**config.mk**
```make
export PLATFORM = sky130hd
export DESIGN_NAME = usrt_receiver
export DESIGN_NICKNAME = d
export VERILOG_FILES = /design/src/rtl/usrt_pkg.sv /design/src/rtl/usrt_receiver.sv
export SDC_FILE = /design/constraint.sdc
export NUM_CORES = 1
export LEC_CHECK = 0
export CAP_MARGIN = 25
export CORE_MARGIN = 5
export CORE_UTILIZATION = 55
export CTS_CLUSTER_DIAMETER = 150
export DETAILED_ROUTE_END_ITERATION = 10
export PLACE_DENSITY = 0.8
export SLEW_MARGIN = 25
export SYNTH_ARGS = -nofsm -noshare
export SYNTH_HDL_FRONTEND = slang
export SYNTH_SLANG_ARGS = --single-unit
```
**constraint.sdc**
```tcl
create_clock -name clk -period 3.9 [get_ports clk]
set_input_delay 0.78 -clock clk [delete_from_list [all_inputs] [get_ports clk]]
set_output_delay 0.78 -clock clk [all_outputs]
set_load 0.02 [all_outputs]
```
**src/rtl/usrt_pkg.sv**
```systemverilog
// Shared USRT definitions: receiver FSM states, frame constants and parity helper.
package usrt_pkg;

  localparam int USRT_DATA_BITS = 8;

  typedef enum logic [2:0] {
    ST_IDLE,
    ST_DATA,
    ST_PARITY,
    ST_STOP,
    ST_RESYNC
  } usrt_rx_state_t;

  // Expected parity bit: even parity when parity_type = 0, odd when 1.
  function automatic logic usrt_parity(input logic [USRT_DATA_BITS-1:0] data,
                                       input logic                      parity_type);
    return (^data) ^ parity_type;
  endfunction

endpackage

```
**src/rtl/usrt_receiver.sv**
```systemverilog
// USRT receiver: one line bit per clk, frame options latched at start bit,
// one-entry valid/ready output buffer with overrun reporting.
module usrt_receiver
  import usrt_pkg::*;
#(
  parameter int RXD_STAGES = 1
) (
  input  logic       clk,
  input  logic       reset,
  input  logic       ctrl_init,
  input  logic       ctrl_stop_bits,
  input  logic       ctrl_parity_ena,
  input  logic       ctrl_parity_type,
  input  logic       usrt_rxd,
  output logic [7:0] rx_data,
  output logic       rx_perr,
  output logic       rx_ferr,
  output logic       rx_valid,
  input  logic       rx_ready,
  output logic       stat_overrun,
  output logic       stat_busy
);

  logic rxd_s;

  generate
    if (RXD_STAGES == 0) begin : g_nosync
      assign rxd_s = usrt_rxd;
    end else begin : g_sync
      logic [RXD_STAGES-1:0] rxd_q;
      // Stages reset to the idle-line level so no false start bit appears.
      always_ff @(posedge clk or posedge reset) begin
        if (reset)          rxd_q <= '1;
        else if (ctrl_init) rxd_q <= '1;
        else                rxd_q <= (rxd_q << 1) | RXD_STAGES'(usrt_rxd);
      end
      assign rxd_s = rxd_q[RXD_STAGES-1];
    end
  endgenerate

  usrt_rx_state_t              state_q, state_d;
  logic [2:0]                  cnt_q, cnt_d;
  logic [USRT_DATA_BITS-1:0]   sh_q, sh_d;
  logic                        par_q, par_d;
  logic                        ferr_q, ferr_d;
  logic                        sidx_q, sidx_d;
  logic                        stop2_q, stop2_d;
  logic                        pena_q, pena_d;
  logic                        ptype_q, ptype_d;
  logic                        frame_done, frame_ferr, frame_perr;

  always_ff @(posedge clk or posedge reset) begin
    if (reset) begin
      state_q <= ST_IDLE;
      cnt_q   <= '0;
      sh_q    <= '0;
      par_q   <= 1'b0;
      ferr_q  <= 1'b0;
      sidx_q  <= 1'b0;
      stop2_q <= 1'b0;
      pena_q  <= 1'b0;
      ptype_q <= 1'b0;
    end else if (ctrl_init) begin
      state_q <= ST_IDLE;
      cnt_q   <= '0;
      sh_q    <= '0;
      par_q   <= 1'b0;
      ferr_q  <= 1'b0;
      sidx_q  <= 1'b0;
      stop2_q <= 1'b0;
      pena_q  <= 1'b0;
      ptype_q <= 1'b0;
    end else begin
      state_q <= state_d;
      cnt_q   <= cnt_d;
      sh_q    <= sh_d;
      par_q   <= par_d;
      ferr_q  <= ferr_d;
      sidx_q  <= sidx_d;
      stop2_q <= stop2_d;
      pena_q  <= pena_d;
      ptype_q <= ptype_d;
    end
  end

  assign frame_ferr = ferr_q | ~rxd_s;
  assign frame_perr = pena_q & (par_q != usrt_parity(sh_q, ptype_q));

  always_comb begin
    state_d    = state_q;
    cnt_d      = cnt_q;
    sh_d       = sh_q;
    par_d      = par_q;
    ferr_d     = ferr_q;
    sidx_d     = sidx_q;
    stop2_d    = stop2_q;
    pena_d     = pena_q;
    ptype_d    = ptype_q;
    frame_done = 1'b0;
    case (state_q)
      ST_IDLE: begin
        if (!rxd_s) begin
          state_d = ST_DATA;
          cnt_d   = '0;
          par_d   = 1'b0;
          ferr_d  = 1'b0;
          sidx_d  = 1'b0;
          stop2_d = ctrl_stop_bits;
          pena_d  = ctrl_parity_ena;
          ptype_d = ctrl_parity_type;
        end
      end
      ST_DATA: begin
        sh_d  = {rxd_s, sh_q[USRT_DATA_BITS-1:1]};
        cnt_d = cnt_q + 3'd1;
        if (cnt_q == 3'(USRT_DATA_BITS - 1))
          state_d = pena_q ? ST_PARITY : ST_STOP;
      end
      ST_PARITY: begin
        par_d   = rxd_s;
        state_d = ST_STOP;
      end
      ST_STOP: begin
        if (stop2_q && !sidx_q) begin
          ferr_d = ~rxd_s;
          sidx_d = 1'b1;
        end else begin
          // Last stop bit: a low one must not be mistaken for the next start.
          frame_done = 1'b1;
          state_d    = frame_ferr ? ST_RESYNC : ST_IDLE;
        end
      end
      ST_RESYNC: begin
        if (rxd_s) state_d = ST_IDLE;
      end
      default: state_d = ST_IDLE;
    endcase
  end

  logic buf_load, buf_pop, buf_ovr;

  assign buf_pop  = rx_valid & rx_ready;
  assign buf_load = frame_done & (~rx_valid | rx_ready);
  assign buf_ovr  = frame_done & rx_valid & ~rx_ready;

  always_ff @(posedge clk or posedge reset) begin
    if (reset) begin
      rx_data      <= '0;
      rx_perr      <= 1'b0;
      rx_ferr      <= 1'b0;
      rx_valid     <= 1'b0;
      stat_overrun <= 1'b0;
    end else if (ctrl_init) begin
      rx_data      <= '0;
      rx_perr      <= 1'b0;
      rx_ferr      <= 1'b0;
      rx_valid     <= 1'b0;
      stat_overrun <= 1'b0;
    end else begin
      stat_overrun <= buf_ovr;
      if (buf_load) begin
        rx_data  <= sh_q;
        rx_perr  <= frame_perr;
        rx_ferr  <= frame_ferr;
        rx_valid <= 1'b1;
      end else if (buf_pop) begin
        rx_valid <= 1'b0;
      end
    end
  end

  assign stat_busy = (state_q != ST_IDLE);

endmodule

```
==> reports/summary.txt <==
STATUS
--------------------------------------------------------------------------------
Result of the run                                                   finished clean

CLOCKING
--------------------------------------------------------------------------------
Number of gates given a new drive strength after cts                           0
Clock latency on the worst-skew pair                                      320 ps
Post-CTS setup buffers                                                         0
CTS Sinks                                                                     33
CTS clock-pin slew for the worst setup and hold paths                      90 ps
CTS Root Cell                                                           clkbuf_4
Count of hold buffers inserted by post-cts repair                              0
TritonCTS Buffers                                                              5
Clock buffer depth                                                             2
CTS HTree Levels                                                               2
Clock tree from TritonCTS                                                    yes

ROUTING
--------------------------------------------------------------------------------
Total length of routed wires                                             2760 µm
Number of remaining DRC errors                                                 0
Residual antenna-violating net count after detailed routing                    0
Total vias in the final route                                               1115
Initial drt markers                                                           63
Total iterations of the first detailed-routing run                             4
Average wire per standard cell                                           13.7 µm
Number of vias per cell                                                     5.55

CELLS AND AREA
--------------------------------------------------------------------------------
Top library cells by usage in the layout, fill and taps aside       dfrtp_1, nor2_1, nand2_1
Fraction of final layout cells with drive strength greater than 1          6.47%
Fill cells                                                                   221
Final std cells w/o fill                                                     201
Leading cell type in the layout, fill and taps excluded                  dfrtp_1
NumNets Final                                                                179
Synth-to-Final Area Change                                                 14.1%
Number of diodes added for antenna fixing                                      0

PLACE
--------------------------------------------------------------------------------
Routability congestion estimate                                            0.731
Setup Slack @ Placement                                                  1390 ps
Post-Place Cells                                                             193
Port buffer count                                                             20
Sum of net half-perimeters after detailed placement                      1890 µm

POWER
--------------------------------------------------------------------------------
Worst vdd ir                                                          0.000252 V
Total power divided by cell area                                      321 nW/µm²
Leak Pwr                                                                0.778 nW

SETUP PATH
--------------------------------------------------------------------------------
Worst Path Arrival                                                       1780 ps
Reg-to-reg critical path startpoint                                   state_q[1]
R2R depth                                                                      4
Crit path kind                                                      register to primary output
Chain of cells forming the critical path                            or3_1, clkdlybuf4s50_1
Maximum fanout along the worst path                                           11
Worst Path Buf+Inv                                                             1
Slack of the worst reg-to-reg path                                       2160 ps
Worst path required time                                                 3120 ps
Critical path endpoint category                                     primary output
Setup crit start                                                      state_q[1]
Cell with the largest stage delay on the worst path                 clkdlybuf4s50_1
Slowest stage delay, CP                                                   540 ps
Kind of cell adding the most delay to the critical path             buffers and inverters
Crit Reg-Reg Endpoint                                                   cnt_q[0]
Kind of launch point of the worst setup path                            register

DIE
--------------------------------------------------------------------------------
Core Region                                                             2730 µm²
Initial cell density of the core                                           57.3%
Number of placement rows                                                      19
Horizontal die dimension                                                 63.3 µm
Die Span Y                                                               63.3 µm
Area of the die                                                         4010 µm²
Boundary Pins                                                                 21

GLOBAL ROUTE
--------------------------------------------------------------------------------
Via count of the first global-routing pass                                  1132
Gr usage total                                                             15.5%
Remaining global-route overflow                                                0
First-pass GRT wire length                                               5040 µm
Antenna violations before repair                                               0
Maximum number of pins on one net before global-route repair                  35

LOGIC SYNTHESIS
--------------------------------------------------------------------------------
Post-Syn Nets                                                                161
Post-synthesis register bit count                                             33
Xor/xnor cell area share of the yosys netlist                              5.36%
Synth Area in Compound Gates                                               7.35%
Multiplexer share of the synthesized area                                  7.67%
Simple-gate area share of the yosys netlist                                20.2%
Mean Syn Cell Area                                                      10.4 µm²
Ys Warns                                                                       0
Largest family of logic cells by synthesized area                   simple AND/OR/NAND/NOR gates
Unique cell type count in the Yosys netlist                                   35
Fraction of the mapped netlist area in adder cells                         1.60%
Number of standard cells after synthesis                                     151
Sequential element share of the synthesized area                           52.8%
Post-synthesis instance area                                            1570 µm²

WORST HOLD PATH
--------------------------------------------------------------------------------
Min-Delay Endpoint                                                    rx_data[6]
Type of the worst min-delay path                                    register to register
Hold wc startpoint                                                    rx_data[6]
Worst Hold Depth                                                               2

STA
--------------------------------------------------------------------------------
Post-route minimum period                                                2560 ps
Post-route clock period utilization                                        65.5%
Transition time at the pin with the least slew margin                     582 ps
Clock Skew                                                               5.69 ps
Max_slew headroom                                                          61.2%
Final setup violating endpoints                                                0
Setup TNS                                                                   0 ps
Final critical-path setup slack                                          1340 ps
RSZ-0062 raised after global routing                                          no
Timing-limited maximum frequency                                         391 MHz
Worst Hold Slack                                                          522 ps
Number of pins with negative max-slew slack in the final report                0
Final hold violations                                                          0

FLOW RUN
--------------------------------------------------------------------------------
Count of max-cap constraint violations                                         0

-- synthesized netlist by cell type, drive strengths merged --
cell / count / area, µm²
a22oi: 3 / 22.5
xnor3: 1 / 22.5
nor3: 3 / 15.0
dfstp: 1 / 26.3
xor2: 1 / 8.76
ha: 2 / 25.0
nor4: 2 / 27.5
xnor2: 6 / 52.6
clkbuf: 4 / 15.0
a21oi: 12 / 60.1
nor2: 22 / 82.6
nand2: 21 / 78.8
mux2i: 12 / 120
a311oi: 1 / 8.76
or3: 1 / 6.26
nand2b: 4 / 25.0
buf: 6 / 55.1
a2111oi: 1 / 8.76
and3: 2 / 17.5
inv: 2 / 7.51
nor4b: 1 / 8.76
and2: 2 / 12.5
nor3b: 1 / 7.51
or2: 1 / 6.26
nand3: 1 / 5.00
and3b: 1 / 8.76
o21ai: 3 / 15.0
nand3b: 2 / 15.0
dfrtp: 32 / 801
-- metrics by stage --
stage	power (mW)	util, %	area, µm²
after CTS	0.583	65.5	1790
after floorplan	0.393	-	1570
after global placement	0.406	63.7	1740
final	0.573	65.3	1790
after global routing	0.605	65.3	1790
after detailed placement	0.409	63.7	1740
-- routing by layer --
| layer | GRT usage [%] | vias to the layer above | wire, µm | part of all wire [%] |
|---|---|---|---|---|
| met1 | 19.1 | 541 | 1230 | 44 |
| met4 | 5.45 | 0 | 9 | 0.33 |
| met3 | 4.44 | 2 | 142 | 5.1 |
| li1 | - | 546 | - | - |
| met5 | 0 | - | 0 | 0 |
| met2 | 25.9 | 26 | 1380 | 50 |
-- logic make-up (layout without fill, tap and decap cells) --
family                     after synthesis  in the layout
AOI/OAI and AO/OA                       20             20
xor gates and xnor gates                 8              8
adders and majority gates                2              2
buffers and inverters                   12             31
DFF                                     33             33
muxes                                   12             12
and+or+nand+nor                         64             64
-- power by group --
| part | internal [mW] | switching, mW |
|---|---|---|
| logic | 0.0208 | 0.0257 |
| registers | 0.347 | 0.00734 |
| clock network | 0.0718 | 0.101 |
| total | 0.440 | 0.134 |
-- sequential cells by signal, indices dropped and copies added, names as in the netlist --
signal and flops:
stop2_q 1, cnt_q 3, rx_data 8, par_q 1, sidx_q 1, state_q 3, ptype_q 1, rx_perr 1
rx_ferr 1, stat_overrun 1, g_sync.rxd_q 1, pena_q 1, sh_q 8, ferr_q 1, rx_valid 1
-- tightest hold or removal path: stages, from the launching register on --
cell	delay, ps
dfrtp_1	380
nand2_1	60
a21oi_1	50
-- cell type report --
| cell class | instances | area, µm² | share of cell area, % |
|---|---|---|---|
| flip-flops and latches | 33 | 827 | 46.3 |
| repair buffers | 21 | 203 | 11.4 |
| inverters | 2 | 7.51 | 0.420 |
| multi-input cells | 106 | 661 | 37.0 |
| clock buffers | 8 | 48.8 | 2.73 |
| well taps | 31 | 38.8 | 2.17 |
-- how the worst max path moves through the flow --
stage	end	slack [ps]	cells after the start
global placement	state_q[0]	1460	2
finish	stat_busy	1340	2
CTS	stat_busy	1330	2
detailed placement	state_q[0]	1390	2
global route	stat_busy	1260	2
floorplan	stat_busy	2140	2
(Power assumes the default switching activity.)
